`config.mk`:
```
export PLATFORM = sky130hd
export DESIGN_NAME = instr_type_decode_stage
export DESIGN_NICKNAME = d
export VERILOG_FILES = /design/src/rtl/instr_type_decode_stage.sv
export SDC_FILE = /design/constraint.sdc
export NUM_CORES = 1
export LEC_CHECK = 0
export BUFFER_PORTS_ARGS = -buffer_cell sky130_fd_sc_hd__buf_2
export CORE_UTILIZATION = 30
export CTS_CLUSTER_DIAMETER = 30
export DETAILED_ROUTE_END_ITERATION = 10
export HOLD_SLACK_MARGIN = 0.02
export PLACE_DENSITY = 0.55
export SYNTH_ARGS = -nofsm -noshare
export SYNTH_HDL_FRONTEND = slang
export SYNTH_SLANG_ARGS = --single-unit
export TNS_END_PERCENT = 100
```
`constraint.sdc`:
```
create_clock -name clk -period 21.7 [get_ports clk]
set_clock_uncertainty 0.1 [all_clocks]
set_input_delay 4.34 -clock clk [delete_from_list [all_inputs] [get_ports clk]]
set_output_delay 4.34 -clock clk [all_outputs]
set_load 0.02 [all_outputs]
```
`src/rtl/instr_type_decode_stage.sv`:
```
// Decode stage: classifies fetched instructions into a one-hot type code and
// buffers them with PC through a two-entry skid buffer with valid/ready on both sides.
module instr_type_decode_stage #(
  parameter int unsigned XLEN = 64,
  parameter int unsigned ILEN = 32
) (
  input  logic            clk,
  input  logic            reset,
  input  logic            flush,
  input  logic            in_valid,
  output logic            in_ready,
  input  logic [ILEN-1:0] in_instr,
  input  logic [XLEN-1:0] in_pc,
  output logic            out_valid,
  input  logic            out_ready,
  output logic [9:0]      out_code,
  output logic [ILEN-1:0] out_instr,
  output logic [XLEN-1:0] out_pc,
  output logic            out_illegal
);

  localparam int unsigned CODE_W = 10;

  typedef struct packed {
    logic [CODE_W-1:0] code;
    logic              illegal;
    logic [ILEN-1:0]   instr;
    logic [XLEN-1:0]   pc;
  } entry_t;

  typedef enum logic [1:0] {
    EMPTY = 2'd0,
    ONE   = 2'd1,
    FULL  = 2'd2
  } state_t;

  state_t state, state_next;
  entry_t head, skid, dec_entry;
  logic   accept, pop;
  logic   load_head, load_skid, head_from_skid;

  assign accept = in_valid & in_ready;
  assign pop    = out_valid & out_ready;

  // Opcode classification on the input side
  always_comb begin
    dec_entry.code    = '0;
    dec_entry.illegal = 1'b0;
    dec_entry.instr   = in_instr;
    dec_entry.pc      = in_pc;
    case (in_instr[6:0])
      7'b1101111:                         dec_entry.code = 10'b00_0000_0001;
      7'b1100111:                         dec_entry.code = 10'b00_0000_0010;
      7'b0110111:                         dec_entry.code = 10'b00_0000_0100;
      7'b0010111:                         dec_entry.code = 10'b00_0000_1000;
      7'b1100011:                         dec_entry.code = 10'b00_0001_0000;
      7'b0110011, 7'b0111011, 7'b1010011: dec_entry.code = 10'b00_0010_0000;
      7'b0100011, 7'b0100111:             dec_entry.code = 10'b00_0100_0000;
      7'b0010011, 7'b0011011:             dec_entry.code = 10'b00_1000_0000;
      7'b0000011, 7'b0000111:             dec_entry.code = 10'b01_0000_0000;
      7'b1110011:                         dec_entry.code = 10'b10_0000_0000;
      default:                            dec_entry.illegal = 1'b1;
    endcase
  end

  // Next-state and buffer steering; flush overrides everything
  always_comb begin
    state_next     = state;
    load_head      = 1'b0;
    load_skid      = 1'b0;
    head_from_skid = 1'b0;
    case (state)
      EMPTY: begin
        if (accept) begin
          state_next = ONE;
          load_head  = 1'b1;
        end
      end
      ONE: begin
        if (accept && pop) begin
          load_head = 1'b1;
        end else if (accept) begin
          state_next = FULL;
          load_skid  = 1'b1;
        end else if (pop) begin
          state_next = EMPTY;
        end
      end
      FULL: begin
        if (pop) begin
          state_next     = ONE;
          head_from_skid = 1'b1;
        end
      end
      default: state_next = EMPTY;
    endcase
    if (flush) begin
      state_next     = EMPTY;
      load_head      = 1'b0;
      load_skid      = 1'b0;
      head_from_skid = 1'b0;
    end
  end

  always_ff @(posedge clk or posedge reset) begin
    if (reset) begin
      state <= EMPTY;
    end else begin
      state <= state_next;
    end
  end

  // Handshake flags are registered from next state so in_ready never sees out_ready combinationally
  always_ff @(posedge clk or posedge reset) begin
    if (reset) begin
      in_ready  <= 1'b1;
      out_valid <= 1'b0;
      head      <= '0;
      skid      <= '0;
    end else begin
      in_ready  <= (state_next != FULL);
      out_valid <= (state_next != EMPTY);
      if (load_head) begin
        head <= dec_entry;
      end else if (head_from_skid) begin
        head <= skid;
      end
      if (load_skid) begin
        skid <= dec_entry;
      end
    end
  end

  assign out_code    = head.code;
  assign out_illegal = head.illegal;
  assign out_instr   = head.instr;
  assign out_pc      = head.pc;

endmodule

```
==> results.sh, run 1 <==
export IMPL_postSynthCellCount=742
export IMPL_ys_warnings_count=0
export IMPL_netlist_area_um2=8821
export IMPL_slowest_delay_ns=0.78
export IMPL_final_min_clock_period_ns=6.361
export IMPL_grtUsageTotal_pct=14.32
export IMPL_clk_latency_ns=0.53
export IMPL_yosysTopAreaCell="dfrtp_1"
export IMPL_clockRootBuffer="clkbuf_16"
export IMPL_drc_errors=0
export IMPL_drt_vias_per_instance=4.633
export IMPL_num_vias=6445
export IMPL_grt_pass1_vias=6496
export IMPL_status="finished, final reports clean"
export IMPL_synth_top_area_share_pct=61.56
export IMPL_fillers=2807
export IMPL_ys_ff_latch=218
export IMPL_finalHoldViolations=0
export IMPL_final_cell_area_um2=12020
export IMPL_leakage_nw=5.986
export IMPL_rows=62
export IMPL_setup_worst_path_start_class="primary input"
export IMPL_place_area_um2=10130
export IMPL_fp_dieH_um=173.5
export IMPL_post_route_util_pct=41.77
export IMPL_wl_per_cell_um=15.37
export IMPL_syn_nets=843
export IMPL_worstMarginPinSlew_ns=0.9359
export IMPL_hold_depth=2
export IMPL_hold_buffers=0
export IMPL_cp_max_fo=73
export IMPL_start_util_pct=30.65
export IMPL_yosysMostFrequentCell="dfrtp_1"
export IMPL_gp_congestion=0.7167
export IMPL_drtIter0Drc=376
export IMPL_timing_fmax_mhz=157.2
export IMPL_required_ns=22.01
export IMPL_io_buffers=209
export IMPL_drv_slew=0
export IMPL_cts_sinks=218
export IMPL_cts_tree="yes"
export IMPL_hold_end="out_pc[5]$_DFFE_PP0P_"
export IMPL_regToRegSetupSlack_ns=18.84
export IMPL_ctsLongestPathBuffers=3
export IMPL_yosys_top_cells_count="dfrtp_1 (217), nand2_1 (209), a22oi_1 (99)"
export IMPL_die_w_um=173.5
export IMPL_async_flop_share_pct=100.0
export IMPL_grt_remaining_overflow=0
export IMPL_holdCritPathClass="flop to flop"
export IMPL_area_delta_synth_final_pct=36.28
export IMPL_max_slew_margin_pct=37.60
export IMPL_cap_violations=0
export IMPL_sw_frac_of_total_pct=26.95
export IMPL_clkTransAtPathRegs_ns=0.04
export IMPL_finalSetupViolations=0
export IMPL_die_area_um2=30090
export IMPL_r2r_cells=5
export IMPL_ys_seq_area_share_pct=61.86
export IMPL_period_share_pct=29.31
export IMPL_worstSetupEndpointType="flop"
export IMPL_seq_power_share_pct=35.6
export IMPL_cp_num_buf_inv=3
export IMPL_slowest_stage="buf_4"
export IMPL_finalSetupTns_ns=0
export IMPL_crit_top_cell="buf_4"
export IMPL_synth_area_per_cell_um2=11.89
export IMPL_power_frac_comb_pct=16.9
export IMPL_grt_max_degree=91
export IMPL_synth_top_cells_by_area="dfrtp_1 (62%), mux2_2 (12%), nand2_1 (8.9%)"
export IMPL_drt_wl_total_mm=21.38
export IMPL_antenna_found_initial=1
export IMPL_power_frac_clock_pct=47.5
export IMPL_p_switching_mw=0.4591
export IMPL_hp_start="out_pc[5]$_DFFE_PP0P_"
export IMPL_worst_ep_arrival_time_ns=6.67
export IMPL_r2r_end="skid[70]$_DFFE_PP0P_"
export IMPL_synth_edf_count=0
export IMPL_synth_cell_types=38
export IMPL_num_io_pins=210
export IMPL_rsz0062_at_grt="no"
export IMPL_grt_pass1_wl_mm=34.93
export IMPL_synth_flop_cell="dfrtp_1"
export IMPL_peakVddDrop_v=0.00005876
export IMPL_coreArea_um2=28780
export IMPL_fin_nets=1063
export IMPL_cts_htree_levels=2
export IMPL_hpwl_mm=12.60
export IMPL_ant_nets=0
export IMPL_path_class="primary input to flop"
export IMPL_worstSetupPathDepth=6
export IMPL_first_pass_iters=4
export IMPL_numCtsBuffers=53
export IMPL_final_setup_worst_slack_ns=15.34
export IMPL_layout_drive_gt1_share_pct=41.25
export IMPL_reg2reg_from="state[1]$_DFF_PP0_"
export IMPL_p_per_area_nw_per_um2=141.7
export IMPL_critPathTopFamily="buffers and inverters"
export IMPL_post_cts_setup_buffers=0
export IMPL_preCtsSetupSlack_ns=14.78
export IMPL_postCtsResizedCells=0
export IMPL_p_int_mw=1.244
export IMPL_crit_path_cell_trace="buf_2 -> and4bb_2 -> nand3b_1 -> buf_4 -> buf_4 -> mux2_2"
worst max path at each step:
| stage | start | endpoint | slack, ns |
|---|---|---|---|
| finish | flush | skid[70]$_DFFE_PP0P_ | 15.34 |
| floorplan | reset | out_code[0]$_DFFE_PP0P_ | 11.30 |
| global route | flush | skid[65]$_DFFE_PP0P_ | 15.20 |
| CTS | in_valid | skid[70]$_DFFE_PP0P_ | 15.34 |
| detailed placement | in_valid | skid[65]$_DFFE_PP0P_ | 14.78 |
| global placement | in_valid | skid[64]$_DFFE_PP0P_ | 14.79 |
registers in the layout (all words and copies together) (netlist names):
| name | flops |
|---|---|
| skid | 107 |
| out_pc | 64 |
| out_instr | 32 |
| out_code | 10 |
| state | 2 |
| in_ready | 1 |
| out_illegal | 1 |
| out_valid | 1 |
worst reg2reg max path, cell delays in order, from the launching register on:
cell and delay (ns):
dfrtp_1 0.40, and4bb_2 0.30, nand3b_1 0.09, buf_4 0.50
buf_4 0.82, mux2_2 0.53
layer usage:
layer / track usage [%] / up-vias / share of wire (%)
met1: 18.81 / 3141 / 46
met4: 4.609 / 0 / 2.2
met3: 5.044 / 44 / 8.1
li1: - / 3061 / -
met2: 22.00 / 199 / 44
met5: 0 / - / 0
area by class of cell:
type,instances,area [µm²],share of cell area (%)
Antenna cell,1,2.502,0.02082
Sequential cell,218,5456,45.39
Multi-Input combinational cell,469,3072,25.55
Clock buffer,75,1602,13.32
Clock inverter,24,284.0,2.363
Inverter,3,18.77,0.1561
Tap cell,384,480.5,3.997
Timing Repair Buffer,217,1106,9.201
per-stage QoR:
stage | cells | power [mW] | hold WS, ns
floorplan | 742 | 0.8017 | 0.3430
detailed placement | 1291 | 0.9032 | 0.3564
global placement | 1291 | 0.8943 | 0.3541
global route | 1390 | 1.790 | 0.3901
finish | 1391 | 1.703 | 0.3628
CTS | 1390 | 1.727 | 0.3689
power groups by stage:
| stage | Sequential, mW | Combinational [mW] | Clock [mW] |
|---|---|---|---|
| global route | 0.623 | 0.318 | 0.849 |
| finish | 0.606 | 0.288 | 0.809 |
| detailed placement | 0.611 | 0.292 | 0 |
| floorplan | 0.662 | 0.140 | 0 |
| CTS | 0.607 | 0.293 | 0.827 |
| global placement | 0.608 | 0.286 | 0 |
cells by family after synthesis:
family,after synthesis,synth area share [%]
flops,218,61.86
simple gates,238,10.92
compound gates,128,10.79
buf+inv,55,3.376
mux,103,13.05
cell usage in the layout (no fill, tap or decap), types with 2 or more instances in the layout:
cell and n:
clkbuf_1 5, inv_1 2, o21ai_0 8, a221o_1 5, nor2b_1 2, nor3_1 3, or3_1 2, a22oi_1 99
clkbuf_16 55, a21oi_1 3, nor2_1 6, and2_4 2, clkinv_2 13, o21ai_1 3, o31ai_1 4, buf_2 209
buf_4 8, bufinv_16 6, nand4_1 3, clkbuf_8 15, mux2i_1 7, nor3b_1 2, nand2_1 209, dfrtp_1 217
clkinvlp_4 4, mux2_2 96
Power figures use the tool's default switching activity.
==> inputs of run 2 (changes only) <==
clock period = 6.29 ns   (was 21.7 ns; I/O delays follow)
==> run 2 against run 1 <==
  * Critical path depth is the same
  * Sequential power grew to 3.5 times the previous value
  * Worst setup slack worse by 12 ns
  * Non-clock buffer count is 1 higher
  * Core utilization up 0.43 points
  * Via count up 1.6%
  * Clock power grew to 3.6 times the previous value
  * Hold slack gained 0.0011 ns
  * Final area increased by 1.0%
  * Routed wire length increased by 5.4%
  * Largest cell class unchanged
==> results.sh, run 2 (synthesis gave the netlist of run 1 again) <==
export IMPL_ant_nets=0
export IMPL_period_share_pct=48.40
export IMPL_cts_tree="yes"
export IMPL_numCtsBuffers=56
export IMPL_timing_fmax_mhz=328.5
export IMPL_peakVddDrop_v=0.0002768
export IMPL_p_total_mw=6.046
export IMPL_drc_errors=0
export IMPL_num_vias=6545
export IMPL_first_pass_iters=7
export IMPL_ctsLongestPathBuffers=3
export IMPL_grt_pass1_vias=6676
export IMPL_grt_remaining_overflow=0
export IMPL_antenna_found_initial=3
export IMPL_busiest_layer="met2"
export IMPL_final_cell_area_um2=12150
export IMPL_grt_max_degree=114
export IMPL_start_util_pct=30.65
export IMPL_place_area_um2=10150
export IMPL_path_class="primary input to flop"
export IMPL_finalHoldViolations=0
export IMPL_worstMarginPinSlew_ns=0.9943
export IMPL_drv_slew=0
export IMPL_fillers=2733
export IMPL_slowest_delay_ns=0.83
export IMPL_cts_htree_levels=2
export IMPL_met3_usage_pct=4.846
export IMPL_p_per_area_nw_per_um2=497.8
export IMPL_cap_violations=0
export IMPL_wl_per_cell_um=16.13
export IMPL_grtUsageTotal_pct=15.01
export IMPL_final_cell_mix="dfrtp_1 (217), nand2_1 (209), buf_2 (209)"
export IMPL_holdCritPathClass="flop to flop"
export IMPL_io_buffers=209
export IMPL_worstSetupEndpointType="flop"
export IMPL_clockRootBuffer="clkbuf_16"
export IMPL_area_delta_synth_final_pct=37.70
export IMPL_post_cts_setup_buffers=0
export IMPL_drtIter0Drc=289
export IMPL_grt_use_met1_pct=19.61
export IMPL_slowest_stage="and2_4"
export IMPL_fin_nets=1067
export IMPL_top_register="skid"
export IMPL_drt_wl_total_mm=22.53
export IMPL_finalSetupViolations=0
export IMPL_max_slew_margin_pct=33.72
export IMPL_cp_num_buf_inv=2
export IMPL_required_ns=6.67
export IMPL_critPathTopFamily="simple AND/OR/NAND/NOR gates"
export IMPL_whs_ns=0.3639
export IMPL_die_w_um=173.5
export IMPL_leakage_nw=6.026
export IMPL_final_min_clock_period_ns=3.045
export IMPL_grt_pass1_wl_mm=36.27
export IMPL_crit_path_cell_trace="buf_2 -> nor3b_1 -> and2_4 -> buf_4 -> a22oi_1 -> nand2_1"
export IMPL_die_area_um2=30090
export IMPL_cts_sinks=218
export IMPL_fp_dieH_um=173.5
export IMPL_final_common_cell="dfrtp_1"
export IMPL_hpwl_mm=13.38
export IMPL_drt_vias_per_instance=4.685
export IMPL_coreArea_um2=28780
export IMPL_met2_usage_pct=23.43
export IMPL_rows=62
export IMPL_status="finished, final reports clean"
export IMPL_worst_ep_arrival_time_ns=3.42
export IMPL_cp_max_fo=70
export IMPL_largest_reg_flops=107
export IMPL_clk_latency_ns=0.54
export IMPL_rsz0062_at_grt="no"
export IMPL_gp_congestion=0.7263
export IMPL_post_route_util_pct=42.21
export IMPL_clkTransAtPathRegs_ns=0.04
export IMPL_finalSetupTns_ns=0
export IMPL_layout_drive_gt1_share_pct=41.30
export IMPL_postCtsResizedCells=0
export IMPL_setup_worst_path_start_class="primary input"
export IMPL_hold_buffers=0
export IMPL_num_io_pins=210
-- run 2: cell types whose count changed in the layout (fill, tap and decap cells not counted), sizes merged --
cell      before  now
clkinvlp       4    7
inv            4    3
clkinv        13   15
bufinv         6    9
buf          217  218
clkbuf        75   73
-- run 2: routing by layer --
| layer | share of wire [%] | wire [µm] |
|---|---|---|
| met4 | 1.8 | 416 |
| met2 | 45 | 10120 |
| met5 | 0.12 | 27 |
| met1 | 46 | 10260 |
| met3 | 7.6 | 1707 |
-- run 2: cell type report --
| type | count | area (µm²) | share of cell area [%] |
|---|---|---|---|
| Antenna cell | 1 | 2.502 | 0.02060 |
| Clock inverter | 31 | 439.2 | 3.616 |
| Timing Repair Buffer | 218 | 1126 | 9.271 |
| Inverter | 3 | 15.01 | 0.1236 |
| Multi-Input combinational cell | 469 | 3072 | 25.29 |
| Sequential cell | 218 | 5456 | 44.92 |
| Tap cell | 384 | 480.5 | 3.956 |
| Clock buffer | 73 | 1555 | 12.80 |
-- run 2: metrics by stage --
step | setup slack, ns | std cells
after floorplan | 2.093 | 742
after global placement | 2.735 | 1292
after detailed placement | 2.698 | 1292
after CTS | 3.275 | 1396
after global routing | 3.095 | 1396
final | 3.245 | 1397
-- run 2: worst reg2reg max path, stage by stage, from the launching register on --
cell     delay [ns]
dfrtp_1        0.44
nor3b_1        0.37
and2_4         0.83
buf_4          0.61
a22oi_1        0.16
nand2_1        0.09
-- run 2: power by group --
part	switching (mW)	internal [mW]	total, mW	leakage [nW]
Combinational	0.561	0.438	0.999	2.35
Clock	0.853	2.10	2.95	0.968
Sequential	0.233	1.86	2.10	2.70
-- run 2: worst paths after layout --
path                                              to  cells past startpoint                 startpoint  slack (ns)
min reg2reg                out_instr[23]$_DFFE_PP0P_                      2  out_instr[23]$_DFFE_PP0P_        0.36
min                        out_instr[23]$_DFFE_PP0P_                      2  out_instr[23]$_DFFE_PP0P_        0.36
max reg2reg                   out_pc[21]$_DFFE_PP0P_                      5         state[0]$_DFF_PP0_        3.63
max in group asynchronous     out_pc[14]$_DFFE_PP0P_                      4                      reset        4.03
min in group asynchronous      out_pc[3]$_DFFE_PP0P_                      3                      reset        0.80
max                           out_pc[21]$_DFFE_PP0P_                      6                      flush        3.25
